<file path="src/rtl/uart_pkg.sv">
// Shared types and helpers for the UART frame parser.
// State encoding, default start-of-frame marker and checksum add.
package uart_pkg;

   typedef enum logic [2:0] {
      IDLE,
      LEN,
      PAYLOAD,
      CHK,
      EMIT
   } state_t;

   localparam logic [7:0] SOF_DEFAULT = 8'hA5;

   function automatic logic [7:0] chk_add(
      input logic [7:0] a,
      input logic [7:0] b
   );
      return a + b;
   endfunction

endpackage

</file>
<file path="src/rtl/uart_frame_parser_if.sv">
// Byte streams around the frame parser: RX FIFO pop side
// and the verified payload valid/ready side.
interface uart_frame_parser_if;

   logic       i_rx_rdy;
   logic [7:0] i_rx_data;
   logic       o_rx_req;
   logic [7:0] o_data;
   logic       o_valid;
   logic       i_ready;
   logic       o_last;

   modport master (
      input  i_rx_rdy, i_rx_data, i_ready,
      output o_rx_req, o_data, o_valid, o_last
   );

   modport slave (
      output i_rx_rdy, i_rx_data, i_ready,
      input  o_rx_req, o_data, o_valid, o_last
   );

endinterface

</file>
<file path="src/rtl/uart_frame_buf.sv">
// Payload store: synchronous write, combinational read,
// independent write/read pointers with a common clear.
module uart_frame_buf #(
   parameter int Depth = 16,
   parameter int PW    = $clog2(Depth + 1)
) (
   input  logic          clk,
   input  logic          rst_n,
   input  logic          clr,
   input  logic          wr_en,
   input  logic [7:0]    wr_data,
   input  logic          rd_adv,
   output logic [7:0]    rd_data,
   output logic [PW-1:0] wr_ptr,
   output logic [PW-1:0] rd_ptr
);

   localparam int AW = (Depth > 1) ? $clog2(Depth) : 1;

   logic [7:0] mem [Depth];

   always_ff @(posedge clk) begin
      if (!rst_n || clr) begin
         wr_ptr <= '0;
         rd_ptr <= '0;
      end else begin
         if (wr_en) wr_ptr <= wr_ptr + PW'(1);
         if (rd_adv) rd_ptr <= rd_ptr + PW'(1);
      end
   end

   always_ff @(posedge clk) begin
      if (wr_en) mem[wr_ptr[AW-1:0]] <= wr_data;
   end

   assign rd_data = mem[rd_ptr[AW-1:0]];

endmodule

</file>
<file path="src/rtl/uart_frame_parser.sv">
// Hunts SOF/LEN/payload/CHK frames in the RX FIFO stream and
// forwards only checksum-verified payloads downstream.
module uart_frame_parser
   import uart_pkg::*;
#(
   parameter int         MaxPayload  = 16,
   parameter logic [7:0] SofByte     = SOF_DEFAULT,
   parameter int         ByteTimeout = 50_000
) (
   input  logic                i_clk,
   input  logic                i_rst_n,
   uart_frame_parser_if.master bus,
   output logic                o_frame_ok,
   output logic                o_err_chk,
   output logic                o_err_len,
   output logic                o_err_timeout,
   output logic [15:0]         o_err_count,
   output logic                o_busy
);

   localparam int PW = $clog2(MaxPayload + 1);
   localparam int TW = (ByteTimeout > 1) ? $clog2(ByteTimeout) : 1;
   localparam logic [7:0] MAXL = 8'(MaxPayload);
   localparam logic [TW-1:0] TLIM =
      TW'((ByteTimeout > 0) ? ByteTimeout - 1 : 0);

   state_t        state;
   logic [PW-1:0] len;
   logic [7:0]    sum;
   logic [TW-1:0] tcnt;
   logic [15:0]   err_cnt;
   logic [PW-1:0] wr_ptr;
   logic [PW-1:0] rd_ptr;
   logic [7:0]    rd_data;
   logic          pop;
   logic          in_frame;
   logic          tmo;
   logic          len_bad;
   logic          chk_bad;
   logic          hs;
   logic          err;

   assign in_frame = state inside {LEN, PAYLOAD, CHK};
   assign pop      = bus.i_rx_rdy && (state != EMIT);
   // A pop in the expiry cycle wins: the byte is taken instead.
   assign tmo      = (ByteTimeout > 0) && in_frame && !pop
                     && (tcnt == TLIM);
   assign len_bad  = (bus.i_rx_data == 8'd0)
                     || (bus.i_rx_data > MAXL);
   assign chk_bad  = chk_add(sum, bus.i_rx_data) != 8'd0;
   assign hs       = bus.o_valid && bus.i_ready;
   assign err      = tmo
                     || (pop && state == LEN && len_bad)
                     || (pop && state == CHK && chk_bad);

   assign bus.o_rx_req = pop;
   assign bus.o_valid  = (state == EMIT);
   assign bus.o_data   = rd_data;
   assign bus.o_last   = bus.o_valid && (rd_ptr == len - PW'(1));
   assign o_busy       = (state != IDLE);
   assign o_err_count  = err_cnt;

   uart_frame_buf #(
      .Depth (MaxPayload),
      .PW    (PW)
   ) u_buf (
      .clk     (i_clk),
      .rst_n   (i_rst_n),
      .clr     (state == IDLE || state == LEN),
      .wr_en   (pop && state == PAYLOAD),
      .wr_data (bus.i_rx_data),
      .rd_adv  (hs),
      .rd_data (rd_data),
      .wr_ptr  (wr_ptr),
      .rd_ptr  (rd_ptr)
   );

   always_ff @(posedge i_clk) begin
      if (!i_rst_n) begin
         state         <= IDLE;
         len           <= '0;
         sum           <= '0;
         tcnt          <= '0;
         err_cnt       <= '0;
         o_frame_ok    <= 1'b0;
         o_err_chk     <= 1'b0;
         o_err_len     <= 1'b0;
         o_err_timeout <= 1'b0;
      end else begin
         o_frame_ok    <= 1'b0;
         o_err_chk     <= 1'b0;
         o_err_len     <= 1'b0;
         o_err_timeout <= 1'b0;
         if (err && err_cnt != 16'hFFFF) err_cnt <= err_cnt + 16'd1;
         if (pop || !in_frame || tmo) tcnt <= '0;
         else tcnt <= tcnt + TW'(1);
         if (tmo) begin
            o_err_timeout <= 1'b1;
            state         <= IDLE;
         end else begin
            unique case (state)
               IDLE: begin
                  if (pop && bus.i_rx_data == SofByte) state <= LEN;
               end
               LEN: begin
                  if (pop && len_bad) begin
                     o_err_len <= 1'b1;
                     state     <= IDLE;
                  end else if (pop) begin
                     len   <= bus.i_rx_data[PW-1:0];
                     sum   <= bus.i_rx_data;
                     state <= PAYLOAD;
                  end
               end
               PAYLOAD: begin
                  if (pop) begin
                     sum <= chk_add(sum, bus.i_rx_data);
                     if (wr_ptr == len - PW'(1)) state <= CHK;
                  end
               end
               CHK: begin
                  if (pop && chk_bad) begin
                     o_err_chk <= 1'b1;
                     state     <= IDLE;
                  end else if (pop) begin
                     o_frame_ok <= 1'b1;
                     state      <= EMIT;
                  end
               end
               EMIT: begin
                  if (hs && bus.o_last) state <= IDLE;
               end
               default: state <= IDLE;
            endcase
         end
      end
   end

endmodule

</file>
<file path="src/flat_wrapper.sv">
// flat-port wrapper written by rule: the top's interface ports become plain ports
module uart_frame_parser_flat import uart_pkg::*;
#(
   parameter int         MaxPayload  = 16,
   parameter logic [7:0] SofByte     = SOF_DEFAULT,
   parameter int         ByteTimeout = 50_000
)
  (i_clk, i_rst_n, o_frame_ok, o_err_chk, o_err_len, o_err_timeout, o_err_count, o_busy, bus_i_rx_rdy, bus_i_rx_data, bus_i_ready, bus_o_rx_req, bus_o_data, bus_o_valid, bus_o_last);
  uart_frame_parser_if bus_i ();
  input  logic i_clk;
  input  logic i_rst_n;
  output logic o_frame_ok;
  output logic o_err_chk;
  output logic o_err_len;
  output logic o_err_timeout;
  output logic [15:0] o_err_count;
  output logic o_busy;
  input wire logic [$bits(bus_i.i_rx_rdy)-1:0] bus_i_rx_rdy;
  input wire logic [$bits(bus_i.i_rx_data)-1:0] bus_i_rx_data;
  input wire logic [$bits(bus_i.i_ready)-1:0] bus_i_ready;
  output wire logic [$bits(bus_i.o_rx_req)-1:0] bus_o_rx_req;
  output wire logic [$bits(bus_i.o_data)-1:0] bus_o_data;
  output wire logic [$bits(bus_i.o_valid)-1:0] bus_o_valid;
  output wire logic [$bits(bus_i.o_last)-1:0] bus_o_last;
  assign bus_i.i_rx_rdy = bus_i_rx_rdy;
  assign bus_i.i_rx_data = bus_i_rx_data;
  assign bus_i.i_ready = bus_i_ready;
  assign bus_o_rx_req = bus_i.o_rx_req;
  assign bus_o_data = bus_i.o_data;
  assign bus_o_valid = bus_i.o_valid;
  assign bus_o_last = bus_i.o_last;
  uart_frame_parser #(.MaxPayload(MaxPayload), .SofByte(SofByte), .ByteTimeout(ByteTimeout)) u_core (.i_clk(i_clk), .i_rst_n(i_rst_n), .bus(bus_i), .o_frame_ok(o_frame_ok), .o_err_chk(o_err_chk), .o_err_len(o_err_len), .o_err_timeout(o_err_timeout), .o_err_count(o_err_count), .o_busy(o_busy));
endmodule
</file>
<file path="config.mk">
export PLATFORM = sky130hd
export DESIGN_NAME = uart_frame_parser_flat
export DESIGN_NICKNAME = d
export VERILOG_FILES = /design/src/rtl/uart_pkg.sv /design/src/rtl/uart_frame_parser_if.sv /design/src/rtl/uart_frame_buf.sv /design/src/rtl/uart_frame_parser.sv /design/src/flat_wrapper.sv
export SDC_FILE = /design/constraint.sdc
export NUM_CORES = 1
export LEC_CHECK = 0
export ABC_AREA = 0
export CAP_MARGIN = 20
export CELL_PAD_IN_SITES_DETAIL_PLACEMENT = 1
export CELL_PAD_IN_SITES_GLOBAL_PLACEMENT = 1
export CORE_MARGIN = 2
export CORE_UTILIZATION = 50
export CTS_CLUSTER_DIAMETER = 80
export DETAILED_ROUTE_END_ITERATION = 7
export GPL_ROUTABILITY_DRIVEN = 0
export PLACE_DENSITY_LB_ADDON = 0.2
export SLEW_MARGIN = 20
export SYNTH_ARGS = -nofsm -noshare
export SYNTH_HDL_FRONTEND = slang
export SYNTH_HIERARCHICAL = 1
export SYNTH_SLANG_ARGS = --single-unit
export TNS_END_PERCENT = 50
</file>
<file path="constraint.sdc">
create_clock -name i_clk -period 4 [get_ports i_clk]
set_input_delay 0.8 -clock i_clk [delete_from_list [all_inputs] [get_ports i_clk]]
set_output_delay 0.8 -clock i_clk [all_outputs]
set_load 0.02 [all_outputs]
</file>
-- Yosys cells after proc, flatten, opt, wreduce, memory -nomap -nowiden
Memories as Yosys holds them, arrays and structs flattened. A register that Yosys moved wholly into a read port is not among the register bits.
Index checks and enable logic that the tools add are counted.
- muxes and demuxes: 21
- equality and inequality tests: 18
- bitwise gates (word level): 5
- $lt $le $gt $ge: 1
- reductions and logical operators: 39
- $add $sub $neg: 6
- operators with widths (kind ; count):
    16-bit by 1-bit adder with 16-bit output, second input constant ; 2
    3-bit two-way mux ; 8
    8-bit two-way mux ; 3
    16-bit equality test, second input constant ; 1
    16-bit inequality test, second input constant ; 1
    8-bit case mux with 2 select lines ; 1
    1-bit logical AND ; 15
    3-bit case mux with 5 select lines ; 1
    5-bit by 1-bit adder with 5-bit output, second input constant ; 2
    5-bit equality test ; 2
    8-bit adder ; 1
    8-bit equality test, second input constant ; 1
    8-bit by 5-bit > comparator with 1-bit output, second input constant ; 1
    8-bit logical NOT ; 1
    4-bit two-way mux ; 2
    2-bit inequality test, second input constant ; 4
    8-bit nonzero test ; 1
    1-bit logical OR ; 7
    3-bit by 2-bit equality test with 1-bit output, second input constant ; 2
    1-bit two-way mux ; 6
    3-bit by 2-bit inequality test with 1-bit output, second input constant ; 2
    6-bit AND reduction ; 1
    3-bit nonzero test ; 2
    3-bit OR reduction ; 2
    other kinds (13) ; 21
- word-level logic and storage cells: 102
- memory bits (writable): 128
- memories kept: 1
- bits of input ports: 12
- flip-flop bits (word level): 62
- memory list (name ; depth ; bits a word ; rd ports ; clocked after memory_dff ; wr ports ; line ; text):
    u_core.u_buf.mem ; 16 ; 8 ; 1 ; 1 ; 1 ; uart_frame_buf.sv:20 ; logic [7:0] mem [Depth];

-- Depth between registers and ports, before layout
Gate-level depths: netlist of run 1.
- depth in word-level cells: 8
- gate-level depth with buffers: 11
- depth with buffers taken out: 11

-- Modules after synthesis
The synthesis of run 1 kept the hierarchy.
- by module, submodules not included (module ; seq. area each (µm²) ; cells an instance ; instances ; area each (µm²)):
    uart_frame_buf ; 4124.0 ; 271 ; 1 ; 5545.3
    uart_frame_parser ; 1041.0 ; 354 ; 1 ; 2935.3

-- Worst setup path after synthesis of run 1
No wires, ideal clock.
- path kind: input port to flip-flop
- start point: in bus_i_rx_data[0]
- end point: reg u_core.err_cnt[8] (netlist: u_core/o_err_count[8])
- slack: 0.946 ns
- path buffers: 0
- cell stages on the path: 11
- required time: 3.885 ns
- data arrival time: 2.939 ns
- library setup time: 0.115 ns
- path through: ha_1 -> inv_1 -> fa_1 -> nor2b_1 -> o21ai_0 -> a311oi_2 -> nand2b_2 -> o31ai_4 -> a21oi_2 -> xor2_1 -> and2_1
- word-level cells in the longest chain between the ends: 6
- ends and longest elaborated chain (item ; line ; text):
    start: declaration ; flat_wrapper.sv:19 ; input wire logic [$bits(bus_i.i_rx_data)-1:0] bus_i_rx_data;
    parallel branches: the longest is 4 deep, another holds 8-bit adder ; n/a ;
    1-bit logical OR * ; uart_frame_parser.sv:54 ; || (pop && state == CHK && chk_bad);
    1-bit logical AND * ; uart_frame_parser.sv:94 ; if (err && err_cnt != 16'hFFFF) err_cnt <= err_cnt + 16'd1;
    end signal: assignment ; uart_frame_parser.sv:94 ;
    end: declaration ; uart_frame_parser.sv:31 ; logic [15:0] err_cnt;
Mark *: on every way between the ends.
A chain may end at the register's enable or synchronous reset.

-- Worst setup path in the final report of run 1
- start point: reg u_core.len[0]
- end point: out bus_o_last
- word-level cells in the longest chain between the ends: 3
- ends and longest elaborated chain (item ; line ; text):
    start: declaration ; uart_frame_parser.sv:28 ; logic [PW-1:0] len;
    start signal: assignment ; uart_frame_parser.sv:110 ; len <= bus.i_rx_data[PW-1:0];
    5-bit by 1-bit subtractor with 5-bit output ; uart_frame_parser.sv:59 ; assign bus.o_last = bus.o_valid && (rd_ptr == len - PW'(1));
    5-bit equality test ; uart_frame_parser.sv:59 ;
    1-bit logical AND ; uart_frame_parser.sv:59 ;
    end: declaration ; flat_wrapper.sv:24 ; output wire logic [$bits(bus_i.o_last)-1:0] bus_o_last;
Every way passes these cells.

==> reports/qor.tcl, run 1 <==
set qor(crit_path_max_incr_delay_ns) 0.74
set qor(timing_hold_violations_final) 0
set qor(clk_root_buffer_cell) {sky130_fd_sc_hd__clkbuf_16}
set qor(synth.lib_cells_used.distinct) 62
set qor(post-dp-hpwl_um) 13900
set qor(fmaxAchievable_ghz) 0.267
set qor(cts_tree) {done}
set qor(finish.utilization_pct) 58.7
set qor(finalSetupViolations) 0
set qor(synth_simple_gate_area_share_pct) 12.6
set qor(synthMuxAreaShare_pct) 10.8
set qor(antenna_cells) 0
set qor(cts_buffer_depth) 2
set qor(crit_slowest_cell) {sky130_fd_sc_hd__clkdlybuf4s50_1}
set qor(cp-start-kind) {flop}
set qor(synthAdderAreaFrac_pct) 2.60
set qor(wire_length_of_the_first_global_routing_pass_um) 32100
set qor(antenna_found_initial) 0
set qor(path_cells) {inv_1, ha_1, xor2_1, nand3_1, nor4_1, clkdlybuf4s50_1}
set qor(syn2layout_area_growth_pct) 14.8
set qor(final_design_area_no_fill_um2) 9740
set qor(dr.first_iter.drc_count) 275
set qor(criticalPathCategory) {flop to primary output}
set qor(grt.total_usage_pct) 23.7
set qor(synth.yosys.warnings) 6
set qor(routedWlPerCell_um) 22.2
set qor(final.setup.tns_ns) 0
set qor(worst-path-max-fanout) 5
set qor(post_synth_instance_area_um2) 8480
set qor(post_cts_resized) 0
set qor(timing.critical_path.arrival_ns) 2.94
set qor(ys_top_cells_by_area) {sky130_fd_sc_hd__edfxtp_1 (45%), sky130_fd_sc_hd__dfxtp_1 (16%), sky130_fd_sc_hd__mux4_2 (4.8%), sky130_fd_sc_hd__mux4_1 (4.3%), sky130_fd_sc_hd__nor2_1 (3.2%)}
set qor(most_instantiated_library_cell_after_synthesis) {sky130_fd_sc_hd__edfxtp_1}
set qor(post-cts-setup-buffer-count) 0
set qor(routed-via-count) 5323
set qor(synth_top_family_by_area) {simple AND/OR/NAND/NOR gates}
set qor(netlist_top_cells_count) {sky130_fd_sc_hd__edfxtp_1 (128), sky130_fd_sc_hd__nor2_1 (73), sky130_fd_sc_hd__dfxtp_1 (66)}
set qor(timing.final.crit_share_pct) 93.5
set qor(placed_area_um2) 9170
set qor(min_path_type) {flop to flop}
set qor(initial_utilization_pct) 51.1
set qor(drv_slew) 0
set qor(drc) 0
set qor(max_slew_margin_pct) 39.9
set qor(cell_row_count) 47
set qor(timing.clock.skew_ns) 0.0148
set qor(synthFlopType) {sky130_fd_sc_hd__edfxtp_1}
set qor(detail_route.vias_per_cell) 5.84
set qor(drtPass1Iterations) 5
set qor(post_cts_hold_buffer_count) 0
set qor(finish.net_count) 708
set qor(worstSetupEndpointType) {primary output}
set qor(worst_pin_slew_ns) 0.900
set qor(share_of_the_synthesized_area_in_the_top_cell_type_pct) 45.3
set qor(synth_edf_count) 128
set qor(clk_transition_reported_paths_ns) 0.07
set qor(max_cap_violations) 0
set qor(timing.final.crit_period_ns) 3.74
set qor(place.port_buffers) 43
set qor(grt_remaining_overflow) 0
set qor(ant_nets) 0
set qor(synth_xor_xnor_area_share_pct) 5.16
set qor(power.ir.vdd_worst_mv) 0.319
set qor(cts_max_level) 4
set qor(design.portCount) 44
set qor(asyncSetResetFlopFracSynth_pct) 0
set qor(floorplan.core_area_um2) 16600
set qor(total_nets_after_synthesis) 654
set qor(result_of_the_run) {completed}
set qor(synth_compound_area_share_pct) 5.49
set qor(power.density_nw_per_um2) 396
set qor(clock_sink_count) 194
set qor(route.final.wire_length_um) 20300
set qor(syn_area_per_cell_um2) 13.6
set qor(grt_pass1_vias) 5734
set qor(syn-instance-count) 625
set qor(rsz0062_at_grt) {false}
set qor(tritoncts.num_buffers) 17
set qor(die_span_x_um) 134
set qor(clock_insertion_delay_worst_skew_ns) 0.44
set qor(total_leakage_power_uw) 0.00335
set qor(seq_area_frac_synth_pct) 60.9
set qor(floorplan.die_area_um2) 18000
set qor(ys_seq_elements) 194
set qor(worstPathRequired_ns) 3.20
set qor(cell_accounting_for_the_most_synthesized_area) {sky130_fd_sc_hd__edfxtp_1}
set qor(final_layout_size_suffix_gt1_share_pct) 11.3
set qor(pin_count_of_the_biggest_net_entering_global_routing) 33
set qor(vert_die_dim_um) 134
## layer usage
metal  vias to the layer above  global-route usage (%)  wire length (um)
met1                      2792                    30.3              8810
met2                        79                    42.0             10600
met3                        22                    3.63               593
met5                         -                       0                 0
met4                         0                    6.67               268
li1                       2430                       -                 -
## cell families (layout without fill, tap and decap cells)
logic type | count (synthesis) | after routing
AOI/OAI and AO/OA | 61 | 61
buffers and inverters | 43 | 110
DFF | 194 | 194
adders and majority gates | 17 | 17
xor gates and xnor gates | 50 | 50
muxes | 46 | 46
and+or+nand+nor | 214 | 214
## stage by stage
stage               total power [uW]  setup WS (ns)  hold slack, ns  instances
floorplan                       2210          0.946           0.413        625
global placement                2260          0.207           0.426        880
detailed placement              2260          0.110           0.445        880
CTS                             3880          0.220           0.458        912
global route                    3960         0.0704           0.467        912
finish                          3850          0.260           0.455        912
## flip-flops by register name, summed over array words and instances, names as in the netlist, named ones only
name                  count
u_core/u_buf/rd_ptr       5
u_core/sum                8
u_core/o_err_count       16
u_core/u_buf/wr_ptr       5
u_core/u_buf/mem        128
u_core/o_err_timeout      1
u_core/o_err_chk          1
u_core/tcnt              16
u_core/state              3
u_core/len                5
u_core/o_frame_ok         1
u_core/o_err_len          1
## final timing paths
kind | startpoint | endpoint | slack (ns) | depth (start not counted)
setup / recovery | u_core/len[0] | bus_o_last | 0.26 | 6
hold / removal | u_core/tcnt[0] | u_core/tcnt[0] | 0.45 | 1
setup reg to reg | u_core/sum[1] | u_core/o_err_count[12] | 1.11 | 10
hold reg to reg | u_core/tcnt[0] | u_core/tcnt[0] | 0.45 | 1
## cell usage in the layout, fill, tap and decap left out, types with 3 or more instances in the layout
cell type	instances
sky130_fd_sc_hd__mux4_1	14
sky130_fd_sc_hd__ha_1	16
sky130_fd_sc_hd__inv_6	5
sky130_fd_sc_hd__clkbuf_16	17
sky130_fd_sc_hd__nor2_1	73
sky130_fd_sc_hd__xor2_1	26
sky130_fd_sc_hd__clkdlybuf4s50_1	43
sky130_fd_sc_hd__a21oi_1	16
sky130_fd_sc_hd__edfxtp_1	128
sky130_fd_sc_hd__a22oi_1	16
sky130_fd_sc_hd__mux2i_1	14
sky130_fd_sc_hd__and2_1	19
sky130_fd_sc_hd__inv_1	18
sky130_fd_sc_hd__nand4_1	14
sky130_fd_sc_hd__nor3b_1	5
sky130_fd_sc_hd__a211oi_1	4
sky130_fd_sc_hd__nor3_1	6
sky130_fd_sc_hd__nand3_1	12
sky130_fd_sc_hd__and3_1	11
sky130_fd_sc_hd__nor4_1	4
sky130_fd_sc_hd__and4_1	3
sky130_fd_sc_hd__xnor2_1	24
sky130_fd_sc_hd__o21ai_0	4
sky130_fd_sc_hd__dfxtp_1	65
sky130_fd_sc_hd__inv_8	5
sky130_fd_sc_hd__nand2b_1	8
sky130_fd_sc_hd__mux4_2	18
sky130_fd_sc_hd__buf_4	17
sky130_fd_sc_hd__nor2b_1	3
sky130_fd_sc_hd__nand2_1	43
## where the power goes
part / total [uW] / internal (uW) / switching (uW) / leakage [uW]
Clock: 1640 / 831 / 805 / 0.000275
Sequential: 2130 / 2130 / 0.282 / 0.00168
Combinational: 87.3 / 27.9 / 59.4 / 0.00140
## final cells by class
type	instances	area (um^2)
timing repair buffer	60	558
tap	220	275
multi-input combinational	388	3100
clock buffer	18	429
inverter	18	67.6
sequential	194	5170
fill	1648	6850
clock inverter	14	136
## worst max-delay path, delay by kind of cell, from the launching register on
family / cells / cell delay, ns
flops: 1 / 0.43
buf+inv: 2 / 0.82
xor+xnor: 1 / 0.17
simple gates: 2 / 0.74
fa+ha+maj: 1 / 0.35
Note: power is estimated with default switching activity, not from simulation.
==> run 2, diff against run 1 <==
- CORE_MARGIN: 2 -> 4
==> run 2 against run 1 <==
  * Worst hold slack worse by 0.011 ns
  * Combinational power is 0.6% lower
  * Global-route usage is 2.3 points lower
  * Via count decreased by 1.7%
  * Fmax grew 0.81%
  * Register-to-register slack gained 0.02 ns
  * Wire length shrank 1.6%
  * Die area increased by 6.0%
  * Critical path type unchanged
  * Critical endpoint is now bus_o_data[0]
  * Largest power group unchanged
==> reports/qor.tcl, run 2 (same netlist as run 1, synthesis figures left out) <==
set qor(worst_pin_slew_ns) 0.867 ;# -0.0334 ns
set qor(antenna_found_initial) 0 ;# unchanged
set qor(post_cts_resized) 0 ;# unchanged
set qor(grt_pass1_vias) 5570 ;# -2.9%
set qor(finish.net_count) 708 ;# unchanged
set qor(timing.final.crit_share_pct) 92.7 ;# -0.75 points
set qor(power.ir.vdd_worst_mv) 0.307 ;# -3.6%
set qor(cts_buffer_depth) 2 ;# unchanged
set qor(cts_tree) {done}
set qor(vert_die_dim_um) 138 ;# +3.0%
set qor(largest_reg_flops) 128 ;# unchanged
set qor(timing.critical_path.arrival_ns) 2.91 ;# -0.03 ns
set qor(detail_route.vias_per_cell) 5.73 ;# -1.7%
set qor(grt.total_usage_pct) 21.4 ;# -2.3 points
set qor(grt_remaining_overflow) 0 ;# unchanged
set qor(sw_share_pct) 21.5 ;# -0.99 points
set qor(cell_row_count) 47 ;# unchanged
set qor(syn2layout_area_growth_pct) 14.8 ;# about the same
set qor(drv_slew) 0 ;# unchanged
set qor(wire_length_of_the_first_global_routing_pass_um) 31700 ;# -1.2%
set qor(die_span_x_um) 138 ;# +3.0%
set qor(criticalPathCategory) {flop to primary output}
set qor(post-dp-hpwl_um) 14200 ;# +2.1%
set qor(layout.cells.most_common_list) {sky130_fd_sc_hd__edfxtp_1 (128), sky130_fd_sc_hd__nor2_1 (73), sky130_fd_sc_hd__dfxtp_1 (65)}
set qor(place.port_buffers) 43 ;# unchanged
set qor(most_common_library_cell_in_the_layout_ignoring_fill_and_taps) {sky130_fd_sc_hd__edfxtp_1}
set qor(timing.final.crit_period_ns) 3.71 ;# -0.0302 ns
set qor(cp-start-kind) {flop}
set qor(route.top_layer_used) {met4}
set qor(timing_hold_violations_final) 0 ;# unchanged
set qor(worstPathRequired_ns) 3.20 ;# about the same
set qor(dr.first_iter.drc_count) 335 ;# +22%
set qor(pin_count_of_the_biggest_net_entering_global_routing) 33 ;# unchanged
set qor(drtPass1Iterations) 4 ;# -1
set qor(total_leakage_power_uw) 0.00336 ;# +0.23%
set qor(fmaxAchievable_ghz) 0.270 ;# +0.81%
set qor(worst-path-max-fanout) 18 ;# +13
set qor(clock_sink_count) 194 ;# unchanged
set qor(initial_utilization_pct) 51.1 ;# unchanged
set qor(nFillCells) 1654 ;# +0.36%
set qor(result_of_the_run) {completed}
set qor(floorplan.die_area_um2) 19100 ;# +6.0%
set qor(timing.hold.ws_ns) 0.444 ;# -0.0110 ns
set qor(finalSetupViolations) 0 ;# unchanged
set qor(sequentialPowerShare_pct) 55.1 ;# -0.2 points
set qor(rsz0062_at_grt) {false}
set qor(post_cts_hold_buffer_count) 0 ;# unchanged
set qor(placed_area_um2) 9170 ;# unchanged
set qor(clkPwrFrac_pct) 42.6 ;# about the same
set qor(routed-via-count) 5230 ;# -1.7%
set qor(dp.cells) 880 ;# unchanged
set qor(stdcell_count) 912 ;# unchanged
set qor(routed-wl-met2_um) 10500 ;# -1.4%
set qor(min_path_type) {flop to flop}
set qor(max_cap_violations) 0 ;# unchanged
set qor(final.setup.tns_ns) 0 ;# unchanged
set qor(floorplan.core_area_um2) 16600 ;# unchanged
set qor(max_slew_margin_pct) 42.2 ;# +2.2 points
set qor(antenna_cells) 0 ;# unchanged
set qor(cts_max_level) 4 ;# unchanged
set qor(tritoncts.num_buffers) 17 ;# unchanged
set qor(timing.clock.skew_ns) 0.00785 ;# -0.00696 ns
set qor(power.density_nw_per_um2) 397 ;# +0.23%
set qor(final_layout_size_suffix_gt1_share_pct) 11.1 ;# -0.14 points
set qor(routedWlPerCell_um) 21.9 ;# -1.6%
set qor(ant_nets) 0 ;# unchanged
set qor(route.final.wire_length_um) 20000 ;# -1.6%
set qor(cell_internal_pwr_uw) 3030 ;# +1.5%
set qor(drc) 0 ;# unchanged
set qor(clk_transition_reported_paths_ns) 0.07 ;# about the same
set qor(worstSetupEndpointType) {primary output}
set qor(design.portCount) 44 ;# unchanged
set qor(met3RoutedLength_um) 595 ;# +0.34%
set qor(clock_insertion_delay_worst_skew_ns) 0.43 ;# about the same
set qor(power.combinational.fraction_pct) 2.2 ;# about the same
set qor(post-cts-setup-buffer-count) 0 ;# unchanged
set qor(final_design_area_no_fill_um2) 9740 ;# about the same
set qor(routedLengthMet1_um) 8540 ;# -3.0%
set qor(clk_root_buffer_cell) {sky130_fd_sc_hd__clkbuf_16}
set qor(finish.utilization_pct) 58.7 ;# about the same
set qor(power.switching_uw) 829 ;# -4.1%
==> run 2: changes by cell type in the layout (fill, tap and decap cells not counted) <==
cell                         delta
sky130_fd_sc_hd__clkinv_1       +2
sky130_fd_sc_hd__clkinv_8       -1
sky130_fd_sc_hd__inv_6          +1
sky130_fd_sc_hd__clkbuf_1       -1
sky130_fd_sc_hd__clkinv_4       +3
sky130_fd_sc_hd__bufinv_16      +1
sky130_fd_sc_hd__inv_8          -3
sky130_fd_sc_hd__clkinvlp_4     -2
==> run 2: worst max-delay path, cell delays in order, from the launching register on <==
cell,delay (ns)
sky130_fd_sc_hd__dfxtp_2,0.71
sky130_fd_sc_hd__buf_4,0.31
sky130_fd_sc_hd__mux4_1,0.59
sky130_fd_sc_hd__a22oi_1,0.25
sky130_fd_sc_hd__nand2_1,0.08
sky130_fd_sc_hd__clkdlybuf4s50_1,0.54
==> run 2: worst paths after layout <==
check,from,endpoint,slack [ns],cells past startpoint
setup / recovery,flop,bus_o_data[0],0.29,5
hold / removal,u_core/tcnt[0],u_core/tcnt[0],0.44,1
setup reg to reg,u_core/sum[0],u_core/o_err_count[9],1.13,12
hold reg to reg,u_core/tcnt[0],u_core/tcnt[0],0.44,1
==> run 2: layout make-up <==
class                           instances  area (um^2)  share of cell area, %
Sequential cell                       194         5170                   53.0
Multi-Input combinational cell        388         3100                   31.9
Timing Repair Buffer                   60          558                   5.73
Clock buffer                           17          425                   4.37
Tap cell                              220          275                   2.83
Clock inverter                         15          144                   1.48
Inverter                               18         67.6                  0.694
==> run 2: power groups by stage <==
stage | Sequential, uW | Combinational (uW) | Clock (uW)
3_5_place_dp | 2180 | 87.8 | 0
4_1_cts | 2130 | 88.3 | 1680
2_1_floorplan | 2180 | 29.9 | 0
6_report | 2130 | 86.8 | 1650
5_1_grt | 2130 | 95.8 | 1770
3_3_place_gp | 2180 | 82.5 | 0
==> run 2: metal layers <==
layer | global-route usage [%] | vias to the layer above
met4 | 7.07 | 0
met2 | 37.7 | 91
met1 | 27.6 | 2686
li1 | - | 2431
met3 | 2.97 | 22
met5 | 0 | -
==> run 2: through the flow <==
| stage | power, uW | worst slack (ns) |
|---|---|---|
| finish | 3860 | 0.290 |
| global route | 3990 | 0.107 |
| CTS | 3900 | 0.228 |
| detailed placement | 2260 | 0.0740 |
| global placement | 2260 | 0.218 |
| floorplan | 2210 | 0.946 |
==> run 3, diff against run 2 <==
- clock period: 4 -> 3.7 ns (I/O delays scaled with it)
==> run 3 against run 2 <==
  * Clock-buffer cell count up 1
  * Wire length increased by 5.2%
  * Register-to-register slack got worse by 0.41 ns
  * Combinational power is 12% higher
  * Sequential power grew 8%
  * Clock power is 19% higher
  * Power increased by 13%
  * Worst hold slack better by 0.0014 ns
  * Largest cell class unchanged
==> reports/qor.tcl, run 3 (same netlist as run 1, synthesis figures left out) <==
set qor(power.combinational.fraction_pct) 2.2 ;# about the same
set qor(wire_length_of_the_first_global_routing_pass_um) 33600 ;# +5.8%
set qor(final_layout_size_suffix_gt1_share_pct) 12.1 ;# +1.0 points
set qor(route.final.wire_length_um) 21000 ;# +5.2%
set qor(result_of_the_run) {completed}
set qor(grt_pass1_vias) 5831 ;# +4.7%
set qor(cp.buffers_inverters) 2 ;# unchanged
set qor(post_cts_hold_buffer_count) 0 ;# unchanged
set qor(worstPathRequired_ns) 2.96 ;# -0.24 ns
set qor(antenna_cells) 0 ;# unchanged
set qor(worstSetupEndpointType) {primary output}
set qor(pin_count_of_the_biggest_net_entering_global_routing) 33 ;# unchanged
set qor(initial_utilization_pct) 51.1 ;# unchanged
set qor(multi_input_gate_area_um2) 3110 ;# +0.20%
set qor(fmaxAchievable_ghz) 0.287
set qor(cp_num_cells) 5 ;# unchanged
set qor(dp.cells) 888 ;# +0.91%
set qor(path_cells) {buf_4, mux4_1, a22oi_1, nand2_1, clkdlybuf4s50_1}
set qor(clock_insertion_delay_worst_skew_ns) 0.44 ;# about the same
set qor(worst_pin_slew_ns) 0.826 ;# -0.0408 ns
set qor(worstHoldStart) {u_core/tcnt[0]}
set qor(drc) 0 ;# unchanged
set qor(grt_remaining_overflow) 0 ;# unchanged
set qor(syn2layout_area_growth_pct) 16.4
set qor(finish.net_count) 716 ;# +1.1%
set qor(routed-via-count) 5315 ;# +1.6%
set qor(post_cts_resized) 0 ;# unchanged
set qor(timing.hold.ws_ns) 0.445 ;# +0.00139 ns
set qor(cell_internal_pwr_uw) 3480 ;# +15%
set qor(setup_ws_ns) 0.213 ;# -0.0772 ns
set qor(timing.final.crit_share_pct) 94.2
set qor(timing.clock.skew_ns) 0.0108 ;# +0.00299 ns
set qor(sequential_cell_area_um2) 5170 ;# about the same
set qor(antenna_found_initial) 0 ;# unchanged
set qor(timing.critical_path.arrival_ns) 2.75 ;# -0.16 ns
set qor(total_leakage_power_uw) 0.00342 ;# +1.9%
set qor(crit_path_max_incr_delay_ns) 0.62 ;# -0.09 ns
set qor(max_cap_violations) 0 ;# unchanged
set qor(worst-path-max-fanout) 12 ;# -6
set qor(kind_of_cell_with_the_highest_combined_delay_on_the_critical_path) {buffers and inverters}
set qor(rsz0062_at_grt) {false}
set qor(nFillCells) 1638 ;# -0.97%
set qor(place.port_buffers) 43 ;# unchanged
set qor(drv_slew) 0 ;# unchanged
set qor(cts_tree) {done}
set qor(min_path_type) {flop to flop}
set qor(stdcell_count) 920 ;# +0.88%
set qor(criticalPathCategory) {flop to primary output}
set qor(timing.final.crit_period_ns) 3.49
set qor(sequentialPowerShare_pct) 52.7 ;# -2.4 points
set qor(die_span_x_um) 138 ;# unchanged
set qor(final.setup.tns_ns) 0 ;# unchanged
set qor(layout.cells.most_common_list) {sky130_fd_sc_hd__edfxtp_1 (128), sky130_fd_sc_hd__nor2_1 (73), sky130_fd_sc_hd__dfxtp_1 (65)}
set qor(r2r_worst_path_depth) 12 ;# unchanged
set qor(timing_hold_violations_final) 0 ;# unchanged
set qor(cp-start-kind) {flop}
set qor(post-cts-setup-buffer-count) 0 ;# unchanged
set qor(clk_root_buffer_cell) {sky130_fd_sc_hd__clkbuf_16}
set qor(clkPwrFrac_pct) 45.1 ;# +2.5 points
set qor(finalSetupViolations) 0 ;# unchanged
set qor(most_common_library_cell_in_the_layout_ignoring_fill_and_taps) {sky130_fd_sc_hd__edfxtp_1}
set qor(ant_nets) 0 ;# unchanged
set qor(tritoncts.num_buffers) 17 ;# unchanged
set qor(post-dp-hpwl_um) 14400 ;# +2.0%
set qor(dp_slack_ns) -0.184 ;# -0.258 ns
set qor(max_slew_margin_pct) 44.9 ;# +2.7 points
set qor(drtPass1Iterations) 4 ;# unchanged
set qor(vert_die_dim_um) 138 ;# unchanged
set qor(largest_reg_flops) 128 ;# unchanged
set qor(cell_row_count) 47 ;# unchanged
set qor(whs_path_depth) 1 ;# unchanged
set qor(cts_buffer_depth) 2 ;# unchanged
set qor(power.ir.vdd_worst_mv) 0.338 ;# +9.8%
set qor(detail_route.vias_per_cell) 5.78 ;# +0.74%
set qor(grt.total_usage_pct) 22.7 ;# +1.3 points
set qor(floorplan.die_area_um2) 19100 ;# unchanged
set qor(clk_transition_reported_paths_ns) 0.07 ;# about the same
set qor(design.portCount) 44 ;# unchanged
set qor(cts_max_level) 4 ;# unchanged
set qor(routedWlPerCell_um) 22.8 ;# +4.3%
set qor(sw_share_pct) 20.3 ;# -1.1 points
set qor(power.switching_uw) 889 ;# +7.2%
set qor(power.density_nw_per_um2) 443 ;# +12%
set qor(dr.first_iter.drc_count) 385 ;# +15%
set qor(reg2reg_from) {u_core/sum[0]}
set qor(clock_sink_count) 194 ;# unchanged
set qor(floorplan.core_area_um2) 16600 ;# unchanged
set qor(crit_slowest_cell) {sky130_fd_sc_hd__mux4_1}
-- run 3: area by class of cell --
class / instances / share of cell area (%)
Tap cell: 220 / 2.79
Clock buffer: 18 / 4.35
Multi-Input combinational cell: 388 / 31.5
Timing Repair Buffer: 68 / 6.26
Clock inverter: 14 / 2.04
Inverter: 18 / 0.685
Sequential cell: 194 / 52.4
-- run 3: layer usage --
layer / track usage (%) / routed length, um / vias up
met3: 3.56 / 592 / 23
met4: 6.76 / 313 / 0
met2: 40.5 / 11100 / 109
li1: - / - / 2446
met1: 28.8 / 8990 / 2737
met5: 0 / 0 / -
-- run 3: power groups by stage --
stage,logic (uW),clock network (uW),registers (uW)
after floorplan,32.3,0,2350
after global placement,93.0,0,2350
after detailed placement,97.9,0,2350
after CTS,98.2,2000,2300
after global routing,107,2110,2300
final,97.3,1970,2300
-- run 3: final timing paths --
| path | slack (ns) | end |
|---|---|---|
| worst min register to register | 0.44 | u_core/tcnt[0] |
| worst min-delay path | 0.44 | u_core/tcnt[0] |
| worst max-delay path | 0.21 | bus_o_data[2] |
| worst max register to register | 0.72 | u_core/o_err_count[9] |
-- run 3: stage by stage --
| stage | utilization, % | power, uW | area [um^2] |
|---|---|---|---|
| after floorplan | - | 2380 | 8480 |
| after global placement | 55.7 | 2440 | 9230 |
| after detailed placement | 55.7 | 2450 | 9230 |
| after CTS | 59.5 | 4400 | 9860 |
| after global routing | 59.5 | 4510 | 9870 |
| final | 59.5 | 4370 | 9870 |
